`src/rtl/psram_burst_ctrl_param.sv`:
```
// psram_burst_ctrl_param
// Runs one logical read or write burst against a synchronous burst PSRAM.
// A request (start address, direction, word count) becomes one or more
// physical bursts. The controller closes a burst and re-addresses whenever
// CE# would otherwise stay low longer than CEM_MAX cycles.
//
// Ports
//   clk_i, rst_i          system clock; asynchronous active-low reset
//   start_i/we_i/adr_i/len_i
//                         request, sampled in IDLE (len_i=0 -> 2^LW words)
//   wr_dat_i, wr_rdy_o    write stream; a word is taken in each cycle that
//                         wr_rdy_o is high
//   rd_dat_o, rd_vld_o    read stream, one pulse per word, no backpressure
//   busy_o, done_o        request in progress / one-cycle completion pulse
//   psram_*               PSRAM pad side (clock, address, data, strobes)
module psram_burst_ctrl_param #(
    parameter int DW      = 16,
    parameter int AW      = 23,
    parameter int LW      = 8,
    parameter int LATENCY = 3,   // >= 1
    parameter int CEM_MAX = 32   // >= LATENCY+2
) (
    input  logic          clk_i,
    input  logic          rst_i,
    input  logic          start_i,
    input  logic          we_i,
    input  logic [AW-1:0] adr_i,
    input  logic [LW-1:0] len_i,
    input  logic [DW-1:0] wr_dat_i,
    output logic          wr_rdy_o,
    output logic [DW-1:0] rd_dat_o,
    output logic          rd_vld_o,
    output logic          busy_o,
    output logic          done_o,
    output logic          psram_clk,
    output logic [AW-1:0] psram_adr,
    output logic [DW-1:0] psram_dat_o,
    input  logic [DW-1:0] psram_dat_i,
    output logic          psram_data_oe,
    output logic          psram_we_n,
    output logic          psram_ce_n,
    output logic          psram_adv_n,
    output logic          psram_oe_n
);

    localparam int CW = $clog2(CEM_MAX + 1);

    localparam logic [2:0] S_IDLE  = 3'd0;
    localparam logic [2:0] S_ADDR  = 3'd1;
    localparam logic [2:0] S_LAT   = 3'd2;
    localparam logic [2:0] S_XFER  = 3'd3;
    localparam logic [2:0] S_RECOV = 3'd4;

    logic [2:0]    r_state;
    logic [2:0]    w_nxt;
    logic          r_we;
    logic [AW-1:0] r_adr;
    logic [LW:0]   r_rem;     // one extra bit so len_i=0 can hold 2^LW
    logic [CW-1:0] r_cem;     // cycles CE# has been low in this segment
    logic          r_clk_en;
    logic          r_busy;
    logic          r_done;
    logic          r_rd_vld;
    logic [DW-1:0] r_rd_dat;
    logic [DW-1:0] r_pdat;

    logic w_addr, w_lat, w_xfer;
    logic w_last_word, w_seg_end, w_lat_last, w_wr_rdy;

    assign w_addr = (r_state == S_ADDR);
    assign w_lat  = (r_state == S_LAT);
    assign w_xfer = (r_state == S_XFER);

    // r_cem is 1 in ADDR, so the last LAT cycle sits at LATENCY+1 and the
    // segment may transfer until the counter reaches CEM_MAX.
    assign w_lat_last  = w_lat  && (r_cem == CW'(LATENCY + 1));
    assign w_last_word = w_xfer && (r_rem == (LW+1)'(1));
    assign w_seg_end   = w_xfer && (r_cem == CW'(CEM_MAX));

    // Prefetch the first word in the last LAT cycle, then one word per XFER
    // cycle except the last of the segment (its word was taken a cycle ago).
    assign w_wr_rdy = r_we && (w_lat_last || (w_xfer && !w_last_word && !w_seg_end));

    always_comb begin
        w_nxt = r_state;
        case (r_state)
            S_IDLE:  if (start_i) w_nxt = S_ADDR;
            S_ADDR:  w_nxt = S_LAT;
            S_LAT:   if (w_lat_last) w_nxt = S_XFER;
            S_XFER: begin
                if (w_last_word)    w_nxt = S_IDLE;
                else if (w_seg_end) w_nxt = S_RECOV;
            end
            S_RECOV: w_nxt = S_ADDR;
            default: w_nxt = S_IDLE;
        endcase
    end

    always_ff @(posedge clk_i or negedge rst_i) begin
        if (!rst_i) begin
            r_state  <= S_IDLE;
            r_we     <= 1'b0;
            r_adr    <= '0;
            r_rem    <= '0;
            r_cem    <= '0;
            r_clk_en <= 1'b0;
            r_busy   <= 1'b0;
            r_done   <= 1'b0;
            r_rd_vld <= 1'b0;
            r_rd_dat <= '0;
            r_pdat   <= '0;
        end else begin
            r_state  <= w_nxt;
            r_clk_en <= (w_nxt == S_ADDR) || (w_nxt == S_LAT) || (w_nxt == S_XFER);
            r_done   <= w_last_word;
            r_rd_vld <= w_xfer && !r_we;
            if (w_xfer && !r_we) r_rd_dat <= psram_dat_i;
            if (w_wr_rdy)        r_pdat   <= wr_dat_i;

            if (w_nxt == S_ADDR)           r_cem <= CW'(1);
            else if (w_addr || w_lat || w_xfer) r_cem <= r_cem + CW'(1);

            case (r_state)
                S_IDLE: begin
                    if (start_i) begin
                        r_we   <= we_i;
                        r_adr  <= adr_i;
                        r_rem  <= (len_i == '0) ? {1'b1, {LW{1'b0}}} : {1'b0, len_i};
                        r_busy <= 1'b1;
                    end
                end
                S_XFER: begin
                    // Address wraps naturally at 2^AW.
                    r_adr <= r_adr + AW'(1);
                    r_rem <= r_rem - (LW+1)'(1);
                    if (w_last_word) r_busy <= 1'b0;
                end
                default: ;
            endcase
        end
    end

    assign wr_rdy_o      = w_wr_rdy;
    assign rd_dat_o      = r_rd_dat;
    assign rd_vld_o      = r_rd_vld;
    assign busy_o        = r_busy;
    assign done_o        = r_done;
    assign psram_clk     = r_clk_en & ~clk_i;
    assign psram_adr     = r_adr;
    assign psram_dat_o   = r_pdat;
    assign psram_data_oe = w_xfer && r_we;
    assign psram_ce_n    = !(w_addr || w_lat || w_xfer);
    assign psram_adv_n   = !w_addr;
    assign psram_we_n    = !(w_addr && r_we);
    assign psram_oe_n    = !((w_lat || w_xfer) && !r_we);

endmodule

```
`config.mk`:
```
export PLATFORM = sky130hd
export DESIGN_NAME = psram_burst_ctrl_param
export DESIGN_NICKNAME = d
export VERILOG_FILES = /design/src/rtl/psram_burst_ctrl_param.sv
export SDC_FILE = /design/constraint.sdc
export NUM_CORES = 1
export LEC_CHECK = 0
export CELL_PAD_IN_SITES_DETAIL_PLACEMENT = 0
export CELL_PAD_IN_SITES_GLOBAL_PLACEMENT = 2
export CORE_AREA = 2 2 157 97
export CTS_CLUSTER_SIZE = 28
export DETAILED_ROUTE_END_ITERATION = 10
export DIE_AREA = 0 0 159 99
export HOLD_SLACK_MARGIN = 0.05
export MAX_ROUTING_LAYER = met4
export PLACE_DENSITY = 0.86
export SETUP_SLACK_MARGIN = 0.02
export SYNTH_ARGS = -nofsm -noshare
export SYNTH_HDL_FRONTEND = slang
export SYNTH_SLANG_ARGS = --single-unit
```
`constraint.sdc`:
```
create_clock -name clk_i -period 6.9 [get_ports clk_i]
set_input_delay 1.725 -clock clk_i [delete_from_list [all_inputs] [get_ports clk_i]]
set_output_delay 1.725 -clock clk_i [all_outputs]
set_load 0.1 [all_outputs]
```
After elaboration in Yosys (flattened, before gate mapping)
Index checks and enable logic that the tools add are counted.
- add/sub/neg operators: 3
- bitwise operators: 2
- $mul: 0
- div/mod/pow operators: 0
- reductions and logical operators: 30
- shift operators: 0
- mux-type cells: 15
- magnitude comparators: 0
- equal/unequal tests: 12
- operator list (operator ; number):
    $pmux 23 s2 ; 1
    $add 23x1->23 const B ; 1
    $mux 23 ; 1
    $mux 9 ; 2
    $pmux 9 s2 ; 1
    $pmux 3 s5 ; 1
    $eq 3x2->1 const B ; 4
    $mux 3 ; 4
    $mux 6 ; 2
    $logic_and 1x1->1 ; 10
    $eq 9x1->1 const B ; 1
    $sub 9x1->9 const B ; 1
    $logic_not 8->1 ; 1
    $logic_not 1->1 ; 7
    $add 6x1->6 const B ; 1
    $eq 3x1->1 const B ; 2
    $eq 6x3->1 const B ; 1
    $eq 6x6->1 const B ; 1
    $logic_or 1x1->1 ; 6
    $reduce_and 2->1 ; 2
    $reduce_bool 2->1 ; 2
    $eq 3x3->1 const B ; 1
    $logic_not 3->1 ; 1
    $reduce_and 3->1 ; 1
    other kinds (6) ; 7
- memory bits (writable): 0
- latch bits: 0
- memories kept: 0
- word-level logic and storage cells: 73
- output and inout port bits: 65
- bits in read-only memories: 0
- bits of input ports: 67
- bits in registers: 78

Logic depth before layout (Yosys ltp)
- depth after elaboration: 8
- gate-level depth with buffers: 7
- gate-level depth less buffers: 6

==> results.sh <==
export IMPL_run_status="completed"
export IMPL_postPlaceCellArea_mm2=0.00568
export IMPL_final_max_slew_viol_count=0
export IMPL_final_nets=643
export IMPL_hold_path_start="rd_dat_o[14]"
export IMPL_proportion_of_layout_cells_with_a_drive_suffix_above_1_pct=8.51
export IMPL_die_area_mm2=0.0157
export IMPL_synth_area_mm2=0.00423
export IMPL_hold_class="reg2reg"
export IMPL_yosysSeqAreaShare_pct=46.2
export IMPL_finish_cell_count_without_fillers=774
export IMPL_grt_start_max_net_pins=79
export IMPL_final_setup_violation_count=0
export IMPL_timing_rr_end="r_state[0]"
export IMPL_areaGrowthSynthToFinish_pct=42.5
export IMPL_clock_skew_ns=0.00538
export IMPL_cap_viol_max_count=0
export IMPL_detailed_route_drc_error_count=0
export IMPL_cts_hold_buffers_added=0
export IMPL_asyncSetResetFlopFracSynth_pct=100
export IMPL_floorplan_rows=34
export IMPL_syn_inst=453
export IMPL_gp_routability_congestion=0.805
export IMPL_core_area_mm2=0.0143
export IMPL_die_width_um=159
export IMPL_type_of_origin_of_the_critical_path="clock port"
export IMPL_slew_headroom_pct=29.3
export IMPL_numPlacedInstances=755
export IMPL_synth_edf_count=0
export IMPL_synthesis_nets=525
export IMPL_r2r_slack_ns=4.18
export IMPL_crit_reg2reg_launch="r_cem[0]"
export IMPL_worstHoldEndpoint="rd_dat_o[14]"
export IMPL_clkLatencyLatePin_ns=0.45
export IMPL_gr_usage_all_layers_pct=18.4
export IMPL_placement_io_buffers=131
export IMPL_ys_seq_elements=78
export IMPL_ios=132
export IMPL_r2r_worst_path_cells=6
export IMPL_tightest_slew_ns=1.06
export IMPL_post_dp_hpwl_um=9670
export IMPL_cp_data_arrival_time_ns=4.94
export IMPL_critical_path_endpoint_type="primary output"
export IMPL_layout_cell_area_non_filler_mm2=0.00603
export IMPL_leftover_overflow_at_the_end_of_global_routing=0
export IMPL_critPathMaxFanout=2
export IMPL_timing_hold_worst_path_depth=1
export IMPL_grt_setup_unrepaired="no"
export IMPL_cts_tree="built"
export IMPL_die_outline_height_um=99
export IMPL_antennaDiodeCount=0
export IMPL_first_pass_grt_wire_length_um=21900
export IMPL_vias=4085
export IMPL_ys_dominant_reg_cell="sky130_fd_sc_hd__dfrtp_1"
export IMPL_drt_pass1_iterations=5
export IMPL_drt_total_wl_um=13900
export IMPL_path_class="clk2out"
export IMPL_synthesis_warning_total=0
export IMPL_via_count_of_the_first_global_routing_pass=4074
export IMPL_clock_transition_time_at_the_flip_flop_clock_pins_of_the_worst_setup_and_hold_paths_ns=0.06
export IMPL_report_final_hold_viol_count=0
export IMPL_drtIter0Drc=213
export IMPL_viasPerCell=5.28
export IMPL_resized_after_cts=0
export IMPL_antenna_found_initial=0
export IMPL_fin_tns_setup_ns=0
export IMPL_yosysUniqueCellTypes=50
export IMPL_final_antenna_net_count=0
export IMPL_syn_avg_cell_area_um2=9.33
export IMPL_routed_wire_length_per_instance_um=18.0
export IMPL_initial_utilization_pct=29.6
export IMPL_cts_setup_buffers=0
export IMPL_worstPathRequired_ns=5.18
cell usage after synthesis, types with 3 or more instances:
master	count	area share, %
sky130_fd_sc_hd__o21ai_0	16	1.9
sky130_fd_sc_hd__inv_1	12	1.1
sky130_fd_sc_hd__a2bb2oi_1	17	3.5
sky130_fd_sc_hd__mux2_2	16	4.3
sky130_fd_sc_hd__dfrtp_1	78	46
sky130_fd_sc_hd__o311ai_0	14	2.9
sky130_fd_sc_hd__nand2_1	62	5.5
sky130_fd_sc_hd__ha_1	5	1.5
sky130_fd_sc_hd__or2_2	3	0.44
sky130_fd_sc_hd__o211ai_1	9	1.6
sky130_fd_sc_hd__and3_1	16	2.4
sky130_fd_sc_hd__or3_1	4	0.59
sky130_fd_sc_hd__a311oi_1	3	0.62
sky130_fd_sc_hd__nand4_1	25	3.7
sky130_fd_sc_hd__nand3_1	32	3.8
sky130_fd_sc_hd__nor2b_1	3	0.44
sky130_fd_sc_hd__a21oi_1	9	1.1
sky130_fd_sc_hd__buf_2	10	1.2
sky130_fd_sc_hd__nor3b_1	3	0.53
sky130_fd_sc_hd__a31oi_1	18	2.7
sky130_fd_sc_hd__nor4_1	7	1.0
sky130_fd_sc_hd__clkbuf_1	19	1.7
sky130_fd_sc_hd__nor3_1	7	0.83
sky130_fd_sc_hd__or4_1	4	0.71
sky130_fd_sc_hd__nor2_1	24	2.1
sky130_fd_sc_hd__a221o_1	5	1.2
sky130_fd_sc_hd__and4_1	3	0.62
how the worst max path moves through the flow:
stage,slack (ns),endpoint,startpoint
detailed placement,0.52,psram_clk,clk_i
CTS,0.22,psram_clk,clk_i
floorplan,0.39,psram_clk,clk_i
global placement,0.52,psram_clk,clk_i
global route,0.20,psram_clk,clk_i
finish,0.24,psram_clk,clk_i
sequential cells by signal, indices dropped and copies added (netlist names), 3 cells and up:
register,count
psram_adr,23
psram_dat_o,16
r_cem,6
r_rem,9
r_state,3
rd_dat_o,16
per-stage QoR:
stage	setup WS [ns]	utilization [%]	hold WS [ns]
floorplan	0.390	-	0.519
global placement	0.518	39.8	0.488
detailed placement	0.518	39.8	0.492
CTS	0.225	42.2	0.508
global route	0.202	42.2	0.514
finish	0.238	42.2	0.505
worst max-delay path, stage by stage:
cell and delay, ns:
sky130_fd_sc_hd__clkbuf_16 0.12, sky130_fd_sc_hd__clkbuf_16 0.13, sky130_fd_sc_hd__nor2b_1 0.10, sky130_fd_sc_hd__clkdlybuf4s50_1 1.13
layer usage:
layer	global-route usage, %	routed length, um
met3	3.91	595
met4	7.41	273
met2	27.2	6240
met5	-	0
met1	24.7	6780
cells by family after synthesis:
family	count (synthesis)	share of synthesized area, %
AND/OR/NAND/NOR	202	24.8
AO/OA/AOI/OAI	106	18.3
flip-flops	78	46.2
buffers and inverters	42	4.11
multiplexers	17	4.50
adder cells (fa/ha/maj)	5	1.48
XOR/XNOR	3	0.622
cell usage in the layout (no fill, tap or decap), drive strengths merged, types with 4 or more instances in the layout:
| master | n |
|---|---|
| clkdlybuf4s50 | 130 |
| dfrtp | 78 |
| nand2 | 62 |
| nand3 | 32 |
| nand4 | 25 |
| nor2 | 24 |
| a31oi | 18 |
| a2bb2oi | 17 |
| o21ai | 17 |
| mux2 | 16 |
| and3 | 16 |
| o311ai | 14 |
| inv | 12 |
| clkbuf | 12 |
| a21oi | 9 |
| o211ai | 9 |
| nor3 | 7 |
| nor4 | 7 |
| clkinv | 6 |
| a221o | 5 |
| ha | 5 |
| or4 | 4 |
| or3 | 4 |
| buf | 4 |
| nor3b | 4 |
area by class of cell:
cell class	instances	area [um2]
fillers	1406	8270
multi-input cells	333	2110
flip-flops and latches	78	1950
repair buffers	133	1320
clock buffers	13	310
well taps	198	248
inverters	12	45.0
clock inverters	7	41.3
Power is not shown: default switching activity piles up to over one toggle a cycle in this logic, so the estimate is an artifact.
